===== src/rtl/irq_ctrl_pkg.sv =====
// Shared types and constants for the interrupt controller.
//   ictl_state_e   : controller FSM state encoding (2 bits, visible in STATUS)
//   ICTL_ADDR_*    : register word offsets on the bridge
//   ICTL_*_LSB     : field positions inside the STATUS word
package irq_ctrl_pkg;

  localparam int unsigned ICTL_DATA_W    = 32;
  localparam int unsigned ICTL_ADDR_W    = 2;
  localparam int unsigned ICTL_STATE_W   = 2;
  localparam int unsigned ICTL_STATE_LSB = 8;
  localparam int unsigned ICTL_ID_LSB    = 4;

  typedef enum logic [ICTL_STATE_W-1:0] {
    ICTL_IDLE    = 2'b00,
    ICTL_REQ     = 2'b01,
    ICTL_SERVICE = 2'b10
  } ictl_state_e;

  localparam logic [ICTL_ADDR_W-1:0] ICTL_ADDR_MASK   = 2'd0;
  localparam logic [ICTL_ADDR_W-1:0] ICTL_ADDR_PEND   = 2'd1;
  localparam logic [ICTL_ADDR_W-1:0] ICTL_ADDR_EDGE   = 2'd2;
  localparam logic [ICTL_ADDR_W-1:0] ICTL_ADDR_STATUS = 2'd3;

endpackage


===== src/rtl/irq_ctrl_prio_enc.sv =====
// Lowest-index-first priority encoder.
//   req   in  N  request vector (bit 0 has highest priority)
//   valid out 1  any request set
//   idx   out W  index of the lowest set bit (0 when none)
module prio_enc #(
  parameter int unsigned N = 6,
  parameter int unsigned W = 3
) (
  input  logic [N-1:0] req,
  output logic         valid,
  output logic [W-1:0] idx
);

  // First set bit from index 0 upwards wins.
  always_comb begin
    valid = 1'b0;
    idx   = '0;
    for (int i = 0; i < int'(N); i++) begin
      if (req[i] && !valid) begin
        valid = 1'b1;
        idx   = W'(i);
      end
    end
  end

endmodule


===== src/rtl/irq_ctrl.sv =====
// Interrupt controller between interrupt sources and the CPU pipeline.
// Synchronises HWInt, latches pending bits (level or edge per source),
// masks, selects the highest-priority source and runs the
// request / acknowledge / return handshake.
//   Clk, Reset     clock, synchronous active-high reset
//   Addr, Wd, We   register write port (0 MASK, 1 PEND w1c, 2 EDGE, 3 STATUS ro)
//   Rd             combinational read data selected by Addr
//   HWInt          raw interrupt lines, bit 0 = timer
//   IntReq, IntId  registered request and source index to the pipeline
//   IntAck, Eret   single-cycle exception-entry / handler-return pulses
module irq_ctrl
  import irq_ctrl_pkg::*;
#(
  parameter int unsigned N_SRC = 6,
  parameter int unsigned ID_W  = 3
) (
  input  logic                   Clk,
  input  logic                   Reset,
  input  logic [ICTL_ADDR_W-1:0] Addr,
  input  logic [ICTL_DATA_W-1:0] Wd,
  input  logic                   We,
  output logic [ICTL_DATA_W-1:0] Rd,
  input  logic [N_SRC-1:0]       HWInt,
  output logic                   IntReq,
  output logic [ID_W-1:0]        IntId,
  input  logic                   IntAck,
  input  logic                   Eret
);

  ictl_state_e state_q, state_d;

  logic [N_SRC-1:0] hw_s, hw_d;
  logic [N_SRC-1:0] mask_q, edge_q, pend_q, pend_d;
  logic [N_SRC-1:0] active, rise, w1c, id_hit;
  logic             any_active, id_active, ack_clr;
  logic             int_req_d;
  logic [ID_W-1:0]  int_id_d, winner;

  // Upper write-data bits have no register behind them.
  logic unused_wd;
  assign unused_wd = ^Wd[ICTL_DATA_W-1:N_SRC];

  assign active = pend_q & mask_q;
  assign rise   = hw_s & ~hw_d;
  assign w1c    = (We && Addr == ICTL_ADDR_PEND) ? Wd[N_SRC-1:0] : '0;

  // One-hot decode of IntId; avoids indexing past N_SRC.
  always_comb begin
    id_hit = '0;
    for (int i = 0; i < int'(N_SRC); i++) begin
      id_hit[i] = (IntId == ID_W'(i));
    end
  end

  assign id_active = |(active & id_hit);

  prio_enc #(
    .N (N_SRC),
    .W (ID_W)
  ) u_prio_enc (
    .req   (active),
    .valid (any_active),
    .idx   (winner)
  );

  // Pending bits: level sources follow the synchronised line; edge sources
  // latch a rising edge and clear on w1c or acknowledge, set beats clear.
  always_comb begin
    pend_d = '0;
    for (int i = 0; i < int'(N_SRC); i++) begin
      if (edge_q[i]) begin
        pend_d[i] = rise[i] | (pend_q[i] & ~(w1c[i] | (ack_clr & id_hit[i])));
      end else begin
        pend_d[i] = hw_s[i];
      end
    end
  end

  // Synchroniser, edge detector and software-visible registers.
  always_ff @(posedge Clk) begin
    if (Reset) begin
      hw_s   <= '0;
      hw_d   <= '0;
      mask_q <= '0;
      edge_q <= '0;
      pend_q <= '0;
    end else begin
      hw_s   <= HWInt;
      hw_d   <= hw_s;
      pend_q <= pend_d;
      if (We && Addr == ICTL_ADDR_MASK) mask_q <= Wd[N_SRC-1:0];
      if (We && Addr == ICTL_ADDR_EDGE) edge_q <= Wd[N_SRC-1:0];
    end
  end

  // FSM state register together with the registered pipeline outputs.
  always_ff @(posedge Clk) begin
    if (Reset) begin
      state_q <= ICTL_IDLE;
      IntReq  <= 1'b0;
      IntId   <= '0;
    end else begin
      state_q <= state_d;
      IntReq  <= int_req_d;
      IntId   <= int_id_d;
    end
  end

  // Next-state logic. IntAck takes priority over a vanishing request.
  always_comb begin
    state_d = state_q;
    case (state_q)
      ICTL_IDLE:    if (any_active) state_d = ICTL_REQ;
      ICTL_REQ: begin
        if (IntAck)          state_d = ICTL_SERVICE;
        else if (!id_active) state_d = ICTL_IDLE;
      end
      ICTL_SERVICE: if (Eret) state_d = ICTL_IDLE;
      default:      state_d = ICTL_IDLE;
    endcase
  end

  // Output logic; IntId only changes on IDLE -> REQ (no preemption).
  always_comb begin
    int_req_d = IntReq;
    int_id_d  = IntId;
    ack_clr   = 1'b0;
    case (state_q)
      ICTL_IDLE: begin
        if (any_active) begin
          int_req_d = 1'b1;
          int_id_d  = winner;
        end
      end
      ICTL_REQ: begin
        if (IntAck) begin
          int_req_d = 1'b0;
          ack_clr   = 1'b1;
        end else if (!id_active) begin
          int_req_d = 1'b0;
        end
      end
      default: int_req_d = 1'b0;
    endcase
  end

  // Read mux.
  always_comb begin
    Rd = '0;
    case (Addr)
      ICTL_ADDR_MASK: Rd[N_SRC-1:0] = mask_q;
      ICTL_ADDR_PEND: Rd[N_SRC-1:0] = pend_q;
      ICTL_ADDR_EDGE: Rd[N_SRC-1:0] = edge_q;
      default: begin
        Rd[ICTL_STATE_LSB +: ICTL_STATE_W] = state_q;
        Rd[ICTL_ID_LSB +: ID_W]            = IntId;
        Rd[0]                              = IntReq;
      end
    endcase
  end

endmodule


===== config.mk =====
export PLATFORM = sky130hd
export DESIGN_NAME = irq_ctrl
export DESIGN_NICKNAME = d
export VERILOG_FILES = /design/src/rtl/irq_ctrl_pkg.sv /design/src/rtl/irq_ctrl_prio_enc.sv /design/src/rtl/irq_ctrl.sv
export SDC_FILE = /design/constraint.sdc
export NUM_CORES = 1
export LEC_CHECK = 0
export CORE_UTILIZATION = 40
export DETAILED_ROUTE_END_ITERATION = 10
export MAX_ROUTING_LAYER = met4
export PLACE_DENSITY = 0.77
export SYNTH_ARGS = -nofsm -noshare
export SYNTH_HDL_FRONTEND = slang
export SYNTH_HIERARCHICAL = 1
export SYNTH_SLANG_ARGS = --single-unit

===== constraint.sdc =====
create_clock -name Clk -period 2.2 [get_ports Clk]
set_clock_uncertainty 0.05 [all_clocks]
set_input_delay 0.22 -clock Clk [delete_from_list [all_inputs] [get_ports Clk]]
set_output_delay 0.22 -clock Clk [all_outputs]
set_load 0.02 [all_outputs]

==> out/results.tsv <==
stage	metric	value	unit
global_route	initial antenna violation count	0	
pwr	leak pwr	0.955	nW
global_route	most crowded layer after global routing	met2	
global_route	first-pass GRT wire length	6440	um
logic_synthesis	#FFs+latches synth	36	
timing	WHS	0.419	ns
setup_path	worst r2r dst	IntId[0]	
die	die width	70.2	um
timing	fmax	465	MHz
setup_path	CP endpoint	Rd[5]	
timing	Final period util	0.977	
logic_synthesis	Yosys cell types	38	
pwr	internal cell power	1.09	mW
final_layout	ANT cells	0	
drt	DRC	0	
clock_network	hold buffer count at CTS	0	
global_route	vias in the first global route	1372	
run_status	status	completed	
pwr	Power Density	628	nW/um2
logic_synthesis	post-synthesis sequential area ratio	0.388	
logic_synthesis	post-synth top area cell	dfxtp_1	
pwr	sw frac	0.236	
timing	RSZ-0062 raised after global routing	false	
drt	DR pass1 iterations	4	
die	Die Area	4920	um2
clock_network	Clock Tree Buf Depth	2	
logic_synthesis	top post-synthesis cells by area	dfxtp_1 (39%), buf_4 (10%), nand2_1 (5.5%)	
timing	Setup TNS Final	0	ns
global_route	met1 global-route usage	0.213	
setup_path	worst path cell trace	clkdlybuf4s50_1, buf_4, mux4_2, clkdlybuf4s50_1	
logic_synthesis	Yosys warnings	6	
setup_path	Crit Path Category	in2out	
die	num ports	81	
worst_hold_path	Hold/Removal Path Class	reg2reg	
logic_synthesis	simple-gate area share of the yosys netlist	0.253	
pwr	Max VDD drop	0.000411	V
setup_path	Worst path slowest cell	clkdlybuf4s50_1	
setup_path	most used cell, CP	clkdlybuf4s50_1	
clock_network	H-tree depth	2	
clock_network	CTS tree	done	
logic_synthesis	Mean Syn Cell Area	9.06	um2
logic_synthesis	post-synthesis cell count	205	
logic_synthesis	ys flop type	dfxtp_1	
global_route	total grt overflow	0	
placed_design	placed wire-length estimate	2820	um
final_layout	Final Net Count	288	
final_layout	layout cells sized above 1	0.119	
setup_path	crit path capture type	output pin	
die	# rows	24	
logic_synthesis	post-synthesis xor/xnor area fraction	0	
logic_synthesis	asr flop ratio synth	0	
setup_path	Worst Setup Start Kind	input port	
placed_design	GP Congestion	0.825	
logic_synthesis	Synth Area in Compound Gates	0.117	
setup_path	FF-to-FF setup slack	0.24	ns
logic_synthesis	post-synth top area share	0.388	
global_route	met3 Use GR	0.0404	
drt	number of DRC markers in iteration 0	57	
logic_synthesis	main combinational cell family by area after synthesis	simple AND/OR/NAND/NOR gates	
die	Die Y	70.2	um
setup_path	Largest stage delay, worst path	0.55	ns
timing	Fin. Hold Viols	0	
clock_network	clock slew at reported path FFs	0.07	ns
die	Starting Density	0.421	
logic_synthesis	most instantiated cells after synthesis	dfxtp_1 (36), nand2_1 (27), buf_4 (25)	
logic_synthesis	Synth Cell Area	1860	um2
pwr	Flop pwr share	0.482	
timing	Finish-stage setup viols	0	
setup_path	required time at the worst-slack endpoint	1.93	ns
clock_network	clock root buffer master	clkbuf_8	
setup_path	worst reg2reg startpoint	pend_q[1]	
pwr	Gate power share	0.125	
logic_synthesis	count leader, synth	dfxtp_1	
die	core area	4410	um2
clock_network	Clock Latency Late Sink	0.28	ns
timing	minimum clock period	2.15	ns
global_route	largest net degree at the start of global routing	19	
drt	Routed WL	3690	um
global_route	GR Layer Usage met2	0.265	
worst_hold_path	hold_sp	hw_s[2]	
logic_synthesis	post-synthesis mux area share	0.102	
pwr	Psw	0.337	mW
placed_design	PortBufs	31	
clock_network	CTS Buf Count	5	
logic_synthesis	Adder-Cell Fraction of Synth Area	0	
drt	Wirelength per Cell	12.5	um
timing	count of pins over their slew limit	0	
drt	Via density	4.93	
pwr	Clk pwr share	0.393	
drt	Detail Route Antenna Nets	0	
setup_path	Worst Reg-to-Reg Cells	7	
logic_synthesis	number of flops mapped to enable cells by yosys	0	
setup_path	Crit path arrival time	1.88	ns
setup_path	crit path from	Addr[0]	
final_layout	Layout area overhead	22.3	%
drt	via count	1458	
setup_path	maximum fanout along the worst path	6	
global_route	All-Layer GR Usage	0.170	
clock_network	CTS Sinks	36	
run	Max Cap Viol	0	
==> placed cells by master (no fill, tap or decap), drive strengths merged, types with 3 or more instances in the layout <==
cell and count:
clkdlybuf4s50 27, and2 6, buf 12, a22o 3, nor2b 13, conb 23
a21o 3, nand2b 3, clkbuf 6, a211oi 3, a21oi 11, nand3 7
dlymetal6s2s 3, nand2 27, dfxtp 36, mux2i 10, nor2 14, mux4 4
and3 3, o21ai 6
==> final cells by class <==
cell class / instances / area [um2]
multi-input combinational: 155 / 965
inverter: 2 / 7.51
tap: 52 / 65.1
sequential: 36 / 721
timing repair buffer: 43 / 407
clock buffer: 6 / 72.6
clock inverter: 2 / 35.0
fill: 445 / 2140
==> timing repair <==
action	4_1_cts	5_1_grt
buffers inserted	0	0
resized for setup	1	3
endpoints found under the setup margin	1	3
==> metal layers <==
| metal | routed length [um] | vias to the layer above |
|---|---|---|
| met5 | 0 | - |
| met4 | 74 | 0 |
| met3 | 173 | 9 |
| met2 | 1730 | 50 |
| met1 | 1710 | 666 |
| li1 | - | 733 |
==> kinds of logic after synthesis <==
logic type | Yosys count
AO/OA/AOI/OAI | 32
buffers and inverters | 36
flip-flops | 36
multiplexers | 14
other | 1
AND/OR/NAND/NOR | 86
==> critical path: cells and delay by family <==
family / cells / cell delay [ns]
mux: 1 / 0.50
buf+inv: 3 / 1.15
==> through the flow <==
step / setup slack [ns] / instance area (um2) / instances / total power, mW / util
CTS: 0.000825 / 2260 / 296 / 1.44 / 0.513
floorplan: 0.381 / 1940 / 227 / 0.843 / -
global route: 0.00829 / 2270 / 296 / 1.49 / 0.515
global placement: -0.0275 / 2160 / 288 / 0.880 / 0.489
finish: 0.0499 / 2270 / 296 / 1.43 / 0.515
detailed placement: -0.00828 / 2160 / 288 / 0.882 / 0.489
==> flip-flops by register name, summed over array words and instances, names as in the netlist <==
register  cells
IntId         3
IntReq        1
edge_q        6
hw_d          6
hw_s          6
mask_q        6
pend_q        6
state_q       2
==> worst min path at each step <==
stage / to / cells after the start
floorplan: hw_s[0] / 1
global placement: pend_q[2] / 2
detailed placement: pend_q[0] / 2
CTS: hw_d[1] / 1
global route: hw_s[1] / 2
finish: hw_d[2] / 1
==> power groups by stage <==
stage	Clock [mW]	Sequential [mW]	Combinational, mW
after floorplan	0	0.700	0.142
after global placement	0	0.702	0.178
after detailed placement	0	0.703	0.179
after CTS	0.577	0.688	0.179
after global routing	0.609	0.691	0.194
final	0.560	0.689	0.178
Note: power is estimated with default switching activity, not from simulation.
